## src/rtl/ram_pkg.sv

```systemverilog
// Shared constants and word/address types for the small register-file RAMs.
package ram_pkg;

  localparam int unsigned RAM_WIDTH    = 16;
  localparam int unsigned RAM_DEPTH    = 8;
  localparam int unsigned RAM_ADDR_BUS = 3;

  typedef logic [RAM_WIDTH-1:0]    ram_word_t;
  typedef logic [RAM_ADDR_BUS-1:0] ram_addr_t;

endpackage : ram_pkg

```

## src/rtl/ram_wr_decode.sv

```systemverilog
// Turns a write address plus enable into a one-hot per-word write strobe.
module ram_wr_decode
  import ram_pkg::*;
#(
  parameter int unsigned DEPTH    = RAM_DEPTH,
  parameter int unsigned ADDR_BUS = RAM_ADDR_BUS
) (
  input  logic                we,
  input  logic [ADDR_BUS-1:0] wr_addr,
  output logic [DEPTH-1:0]    wr_strobe
);

  // An unknown enable fails the if-test, so no strobe fires.
  always_comb begin
    wr_strobe = '0;
    if (we) begin
      for (int unsigned i = 0; i < DEPTH; i++) begin
        if (wr_addr == ADDR_BUS'(i)) begin
          wr_strobe[i] = 1'b1;
        end
      end
    end
  end

endmodule : ram_wr_decode

```

## src/rtl/dual_asyn_ram_8x16.sv

```systemverilog
// 8x16 RAM: synchronous write port, combinational read port.
// Define DUAL_ASYN_RAM_BYPASS_EN for write-to-read forwarding on address match.
module dual_asyn_ram_8x16
  import ram_pkg::*;
#(
  parameter int unsigned WIDTH    = RAM_WIDTH,
  parameter int unsigned DEPTH    = RAM_DEPTH,
  parameter int unsigned ADDR_BUS = RAM_ADDR_BUS
) (
  input  logic                clk,
  input  logic                rst,
  input  logic                we,
  input  logic                re,
  input  logic [ADDR_BUS-1:0] wr_addr,
  input  logic [ADDR_BUS-1:0] rd_addr,
  input  logic [WIDTH-1:0]    din,
  output logic [WIDTH-1:0]    dout
);

  logic [WIDTH-1:0] mem [DEPTH];
  logic [DEPTH-1:0] wr_strobe;

  ram_wr_decode #(
    .DEPTH    (DEPTH),
    .ADDR_BUS (ADDR_BUS)
  ) u_wr_decode (
    .we        (we),
    .wr_addr   (wr_addr),
    .wr_strobe (wr_strobe)
  );

  // Storage array; reset clears every word and blocks writes.
  always_ff @(posedge clk or negedge rst) begin
    if (!rst) begin
      for (int unsigned i = 0; i < DEPTH; i++) begin
        mem[i] <= '0;
      end
    end else begin
      for (int unsigned i = 0; i < DEPTH; i++) begin
        if (wr_strobe[i]) begin
          mem[i] <= din;
        end
      end
    end
  end

  // Combinational read mux, zero when disabled or in reset.
  always_comb begin
    dout = '0;
    if (rst && re) begin
      dout = mem[rd_addr];
`ifdef DUAL_ASYN_RAM_BYPASS_EN
      if (we && (wr_addr == rd_addr)) begin
        dout = din;
      end
`endif
    end
  end

endmodule : dual_asyn_ram_8x16

```

## config.mk

```make
export PLATFORM = sky130hd
export DESIGN_NAME = dual_asyn_ram_8x16
export DESIGN_NICKNAME = d
export VERILOG_FILES = /design/src/rtl/ram_pkg.sv /design/src/rtl/ram_wr_decode.sv /design/src/rtl/dual_asyn_ram_8x16.sv
export SDC_FILE = /design/constraint.sdc
export NUM_CORES = 1
export LEC_CHECK = 0
export ABC_AREA = 1
export CORE_ASPECT_RATIO = 1.2
export CORE_MARGIN = 2
export CORE_UTILIZATION = 35
export CTS_BUF_LIST = sky130_fd_sc_hd__clkbuf_8
export CTS_CLUSTER_DIAMETER = 40
export CTS_CLUSTER_SIZE = 28
export DETAILED_ROUTE_END_ITERATION = 12
export PLACE_DENSITY = 0.62
export SKIP_CTS_REPAIR_TIMING = 1
export SYNTH_ARGS = -nofsm -noshare
export SYNTH_HDL_FRONTEND = slang
export SYNTH_HIERARCHICAL = 1
export SYNTH_SLANG_ARGS = --single-unit
```

## constraint.sdc

```tcl
create_clock -name clk -period 1.54 [get_ports clk]
set_input_delay 0.385 -clock clk [delete_from_list [all_inputs] [get_ports clk]]
set_output_delay 0.385 -clock clk [all_outputs]
set_load 0.005 [all_outputs]
```

# Word-level counts from Yosys, hierarchy flattened
# Cells that the tools add are included.
dict set report totals {
  register_bits 128
  latchBits 0
  ram_bits 0
  rom_bits 0
  in_bits 26
  out_inout_bits 16
  n_memories 0
}
dict set report op_classes {
  n_addsub 0
  n_mul 0
  div_mod_pow 0
  n_lt_le_gt_ge 1
  n_eq_ne 7
  shift 0
  n_mux 13
  n_bitwise 1
  reduce_logical 2
}
# op count
set ops {}
lappend ops {{$bmux 16 s3} 1}
lappend ops {{$mux 16} 3}
lappend ops {{$eq 3x3->1 const B} 4}
lappend ops {{$mux 1} 8}
lappend ops {{$mux 8} 1}
lappend ops {{$eq 3x2->1 const B} 2}
lappend ops {{$ge 4x4->1 const B} 1}
lappend ops {{$not 3->4} 1}
lappend ops {{$eq 3x1->1 const B} 1}
lappend ops {{$logic_not 3->1} 1}
lappend ops {{$logic_and 1x1->1} 1}

# Depth between registers and ports, before layout
dict set report depth {
  depth_word 5
  ltp_mapped 7
  ltp_nobuf 6
}

# By module
# The synthesis kept the hierarchy.
# module n_inst cells_per_inst area_each_um2
set by_module_without_submodules {}
lappend by_module_without_submodules {dual_asyn_ram_8x16 1 852 6326.1}
lappend by_module_without_submodules {ram_wr_decode 1 17 63.8}

# Least setup slack after synthesis
# No wires, ideal clock.
dict set report synth_timing {
  path_kind {input -> output}
  start {in rd_addr[1]}
  end {out dout[10]}
  arrival_ns 1.021
  t_required_ns 1.155
  slack_ns 0.134
  cell_stages 7
  path_buffers 2
  path_cell_list {buf_2 inv_2 buf_4 nand3_1 nand3_1 nand2_1 nor2_1}
}
dict set report synth_between {
  elab_chain_len 5
}
# item line_no
set synth_lines {}
lappend synth_lines {{start: declaration} dual_asyn_ram_8x16.sv:15} ;# input logic [ADDR_BUS-1:0] rd_addr,
lappend synth_lines {{$not 3->4 (implied by the code)} dual_asyn_ram_8x16.sv:51} ;# dout = mem[rd_addr];
lappend synth_lines {{$bmux 16 s3} dual_asyn_ram_8x16.sv:51}
lappend synth_lines {{$mux 16 (implied by the code) (2 in series)} dual_asyn_ram_8x16.sv:51}
lappend synth_lines {{$mux 16} dual_asyn_ram_8x16.sv:50} ;# if (rst && re) begin
lappend synth_lines {{end: declaration} dual_asyn_ram_8x16.sv:17} ;# output logic [WIDTH-1:0] dout
# Every way passes these cells. The select of a mux whose other input is x is not followed.

# Worst setup path after layout
dict set report layout_timing {
  start {reg mem[68] in the netlist's numbering}
  end {out dout[4]}
}
dict set report layout_between {
  elab_chain_len 4
}
# item line_no
set layout_lines {}
lappend layout_lines {{start: declaration} dual_asyn_ram_8x16.sv:20} ;# logic [WIDTH-1:0] mem [DEPTH];
lappend layout_lines {{start signal: indexed assignment} dual_asyn_ram_8x16.sv:41} ;# mem[i] <= din;
lappend layout_lines {{$bmux 16 s3} dual_asyn_ram_8x16.sv:51}
lappend layout_lines {{$mux 16 (implied by the code) (2 in series)} dual_asyn_ram_8x16.sv:51}
lappend layout_lines {{$mux 16} dual_asyn_ram_8x16.sv:50}
# Every way passes these cells. The select of a mux whose other input is x is not followed.

==> reports/qor.csv <==
metric,value,unit
power_frac_clock,30.1,%
crit_slowest_cell,dfrtp_1,
ir_worst_vdd,406.3,uV
rsz0062_at_grt,yes,
antenna_found_initial,0,
mostFrequentLayoutCells,"nand2_1 (258), o21ai_0 (128), dfrtp_1 (128)",
maxCapViolations,0,
fin_nets,965,
final_common_cell,nand2_1,
r2r-start,mem[71],
routed_wl,18.11,mm
drtAntennaViolNets,0,
die_area,19360,um^2
yosysTopAreaCellShare,50.13,%
ys_seq_area_share,50.13,%
start_util,35.42,%
violations,setup timing,
max_clock_freq,0.5502,GHz
power.switching,2.892,mW
ios,42,
grt_pass1_wl,28.29,mm
synth_area,6390,um^2
clock_path_buffers,2,
clockRootBuffer,clkbuf_8,
cp-start-kind,flop,
post-place-cells,1122,
die_w,127.3,um
vias_per_cell,4.778,
muxShareOfSynthArea,0,%
drive_gt1_share,30.15,%
period_share,118.0,%
portBuffers,41,
final_cells,1176,
grt_usage,18.60,%
worst_path_largest_cell_delay,370,ps
synthAdderAreaFrac,0,%
wl_per_cell,15.40,um
netlist_top_cells_area,"dfrtp_1 (50%), nand2_1 (17%), o21ai_0 (10%)",
p_seq_share,46.3,%
intPower,6.379,mW
die_h,152.0,um
overflow,0,
largest_reg_flops,128,
skew,0,ps
hold_viol,0,
clkSlewWorstSetupHoldPaths,80,ps
hold_path.class,primary input to asynchronous set/reset pin,
power.density,1119,nW/um^2
post-dp-hpwl,10.82,mm
path_cells,inv_1 -> nand2_1 -> nand3_1 -> nand2_1 -> nor2_2 -> nor2_4 -> clkbuf_2,
grt_max_degree,120,
core-area,18040,um^2
crit_family,simple AND/OR/NAND/NOR gates,
setup_violations,16,
slew_headroom,54.38,%
cts_buffers,17,
critical_path_class,flop to primary output,
pwr-share-comb,23.6,%
reg_top3,mem (128),
syn_nets,895,
synth_cells,869,
vias,5619,
tns,-3550,ps
antenna_cells,0,
status,finished with violations,
worst_slack,-277.7,ps
rows,54,
arrival,1430,ps
synth-xor-area-share,0,%
synth-seq-cells,128,
remaining_drc_errors,0,
tightest_slew,684.3,ps
htreeDepth,4,
synth_compound_area_share,10.03,%
post-place-ws,-1086,ps
leakage,3.956,nW
clk-insertion-delay-late,460,ps
required,1150,ps
path_common_cell,nand2_1,
yosys_warnings,6,
fin_crit,1818,ps
dr.pass1.iters,4,
cp_max_fo,2,
netlist.top_cell.by_area,dfrtp_1,
yosys.area_share.simple,25.94,%
cp_num_buf_inv,2,
areaGrowthSynthToFinish,29.67,%
grt_pass1_vias,5295,
cts_tree,done,
first_iter_violations,384,
regMostFlops,mem,
drv_slew,0,
synth_cell_types,13,
worstSetupEndpointType,primary output,
gp_congestion,0.8138,
synth_top_family_by_area,simple AND/OR/NAND/NOR gates,
clkSinkCount,128,
critPathLaunch,mem[68],
p_sw_share,31.20,%
avgSynthCellArea,7.353,um^2
[final timing paths]
path / to / slack (ps) / cells past startpoint
worst max-delay path: dout[4] / -280 / 7
worst min-delay path: mem[80] / 420 / 3
worst max register to register: mem[71] / 730 / 4
worst min register to register: mem[49] / 520 / 2
max in group asynchronous: mem[42] / 220 / 4
min in group clk: mem[49] / 520 / 2
[synthesized netlist by cell type, drive strengths merged]
cell	count
buf	33
clkbuf	31
dfrtp	128
inv	134
nand2	295
nand3	80
nor2	40
o21ai	128
[area by class of cell]
| type | instances | area, um^2 |
|---|---|---|
| fill | 1727 | 9754 |
| sequential | 128 | 3203 |
| multi-input combinational | 543 | 2681 |
| timing repair buffer | 115 | 1229 |
| inverter | 134 | 513.0 |
| clock buffer | 21 | 289.0 |
| tap | 224 | 280.3 |
| clock inverter | 11 | 90.09 |
[kinds of logic after synthesis]
family          count (synthesis)
simple gates                  415
buf+inv                       198
flops                         128
compound gates                128
[routing by layer]
metal | GRT usage [%] | vias to the layer above | wire length (um)
li1 | - | 2785 | -
met1 | 24.63 | 2694 | 8140
met2 | 30.76 | 110 | 9103
met3 | 2.958 | 30 | 519
met4 | 6.750 | 0 | 348
met5 | 0 | - | 0
[stage by stage]
stage               hold slack [ps]  total power [mW]  area [um^2]  util [%]
floorplan                     89.41             5.414         6390         -
global placement              356.4             6.046         7298     40.46
detailed placement            360.2             6.103         7298     40.46
CTS                          -135.1             8.888         7677     42.56
global route                  429.3             9.825         8285     45.93
finish                        415.4             9.271         8285     45.93
[power by group through the flow]
stage          Clock (mW)  Sequential (mW)  Combinational, mW
2_1_floorplan           0             4.24               1.17
3_3_place_gp            0             4.26               1.78
3_5_place_dp            0             4.29               1.81
4_1_cts              2.83             4.23               1.82
5_1_grt              2.97             4.36               2.49
6_report             2.79             4.29               2.19
[worst reg2reg max path, delay by kind of cell (launching register included)]
| family | cells | cell delay, ps |
|---|---|---|
| flip-flops | 1 | 340 |
| buffers and inverters | 3 | 270 |
| AO/OA/AOI/OAI | 1 | 120 |
No activity file was read; power rests on OpenSTA's default activity.
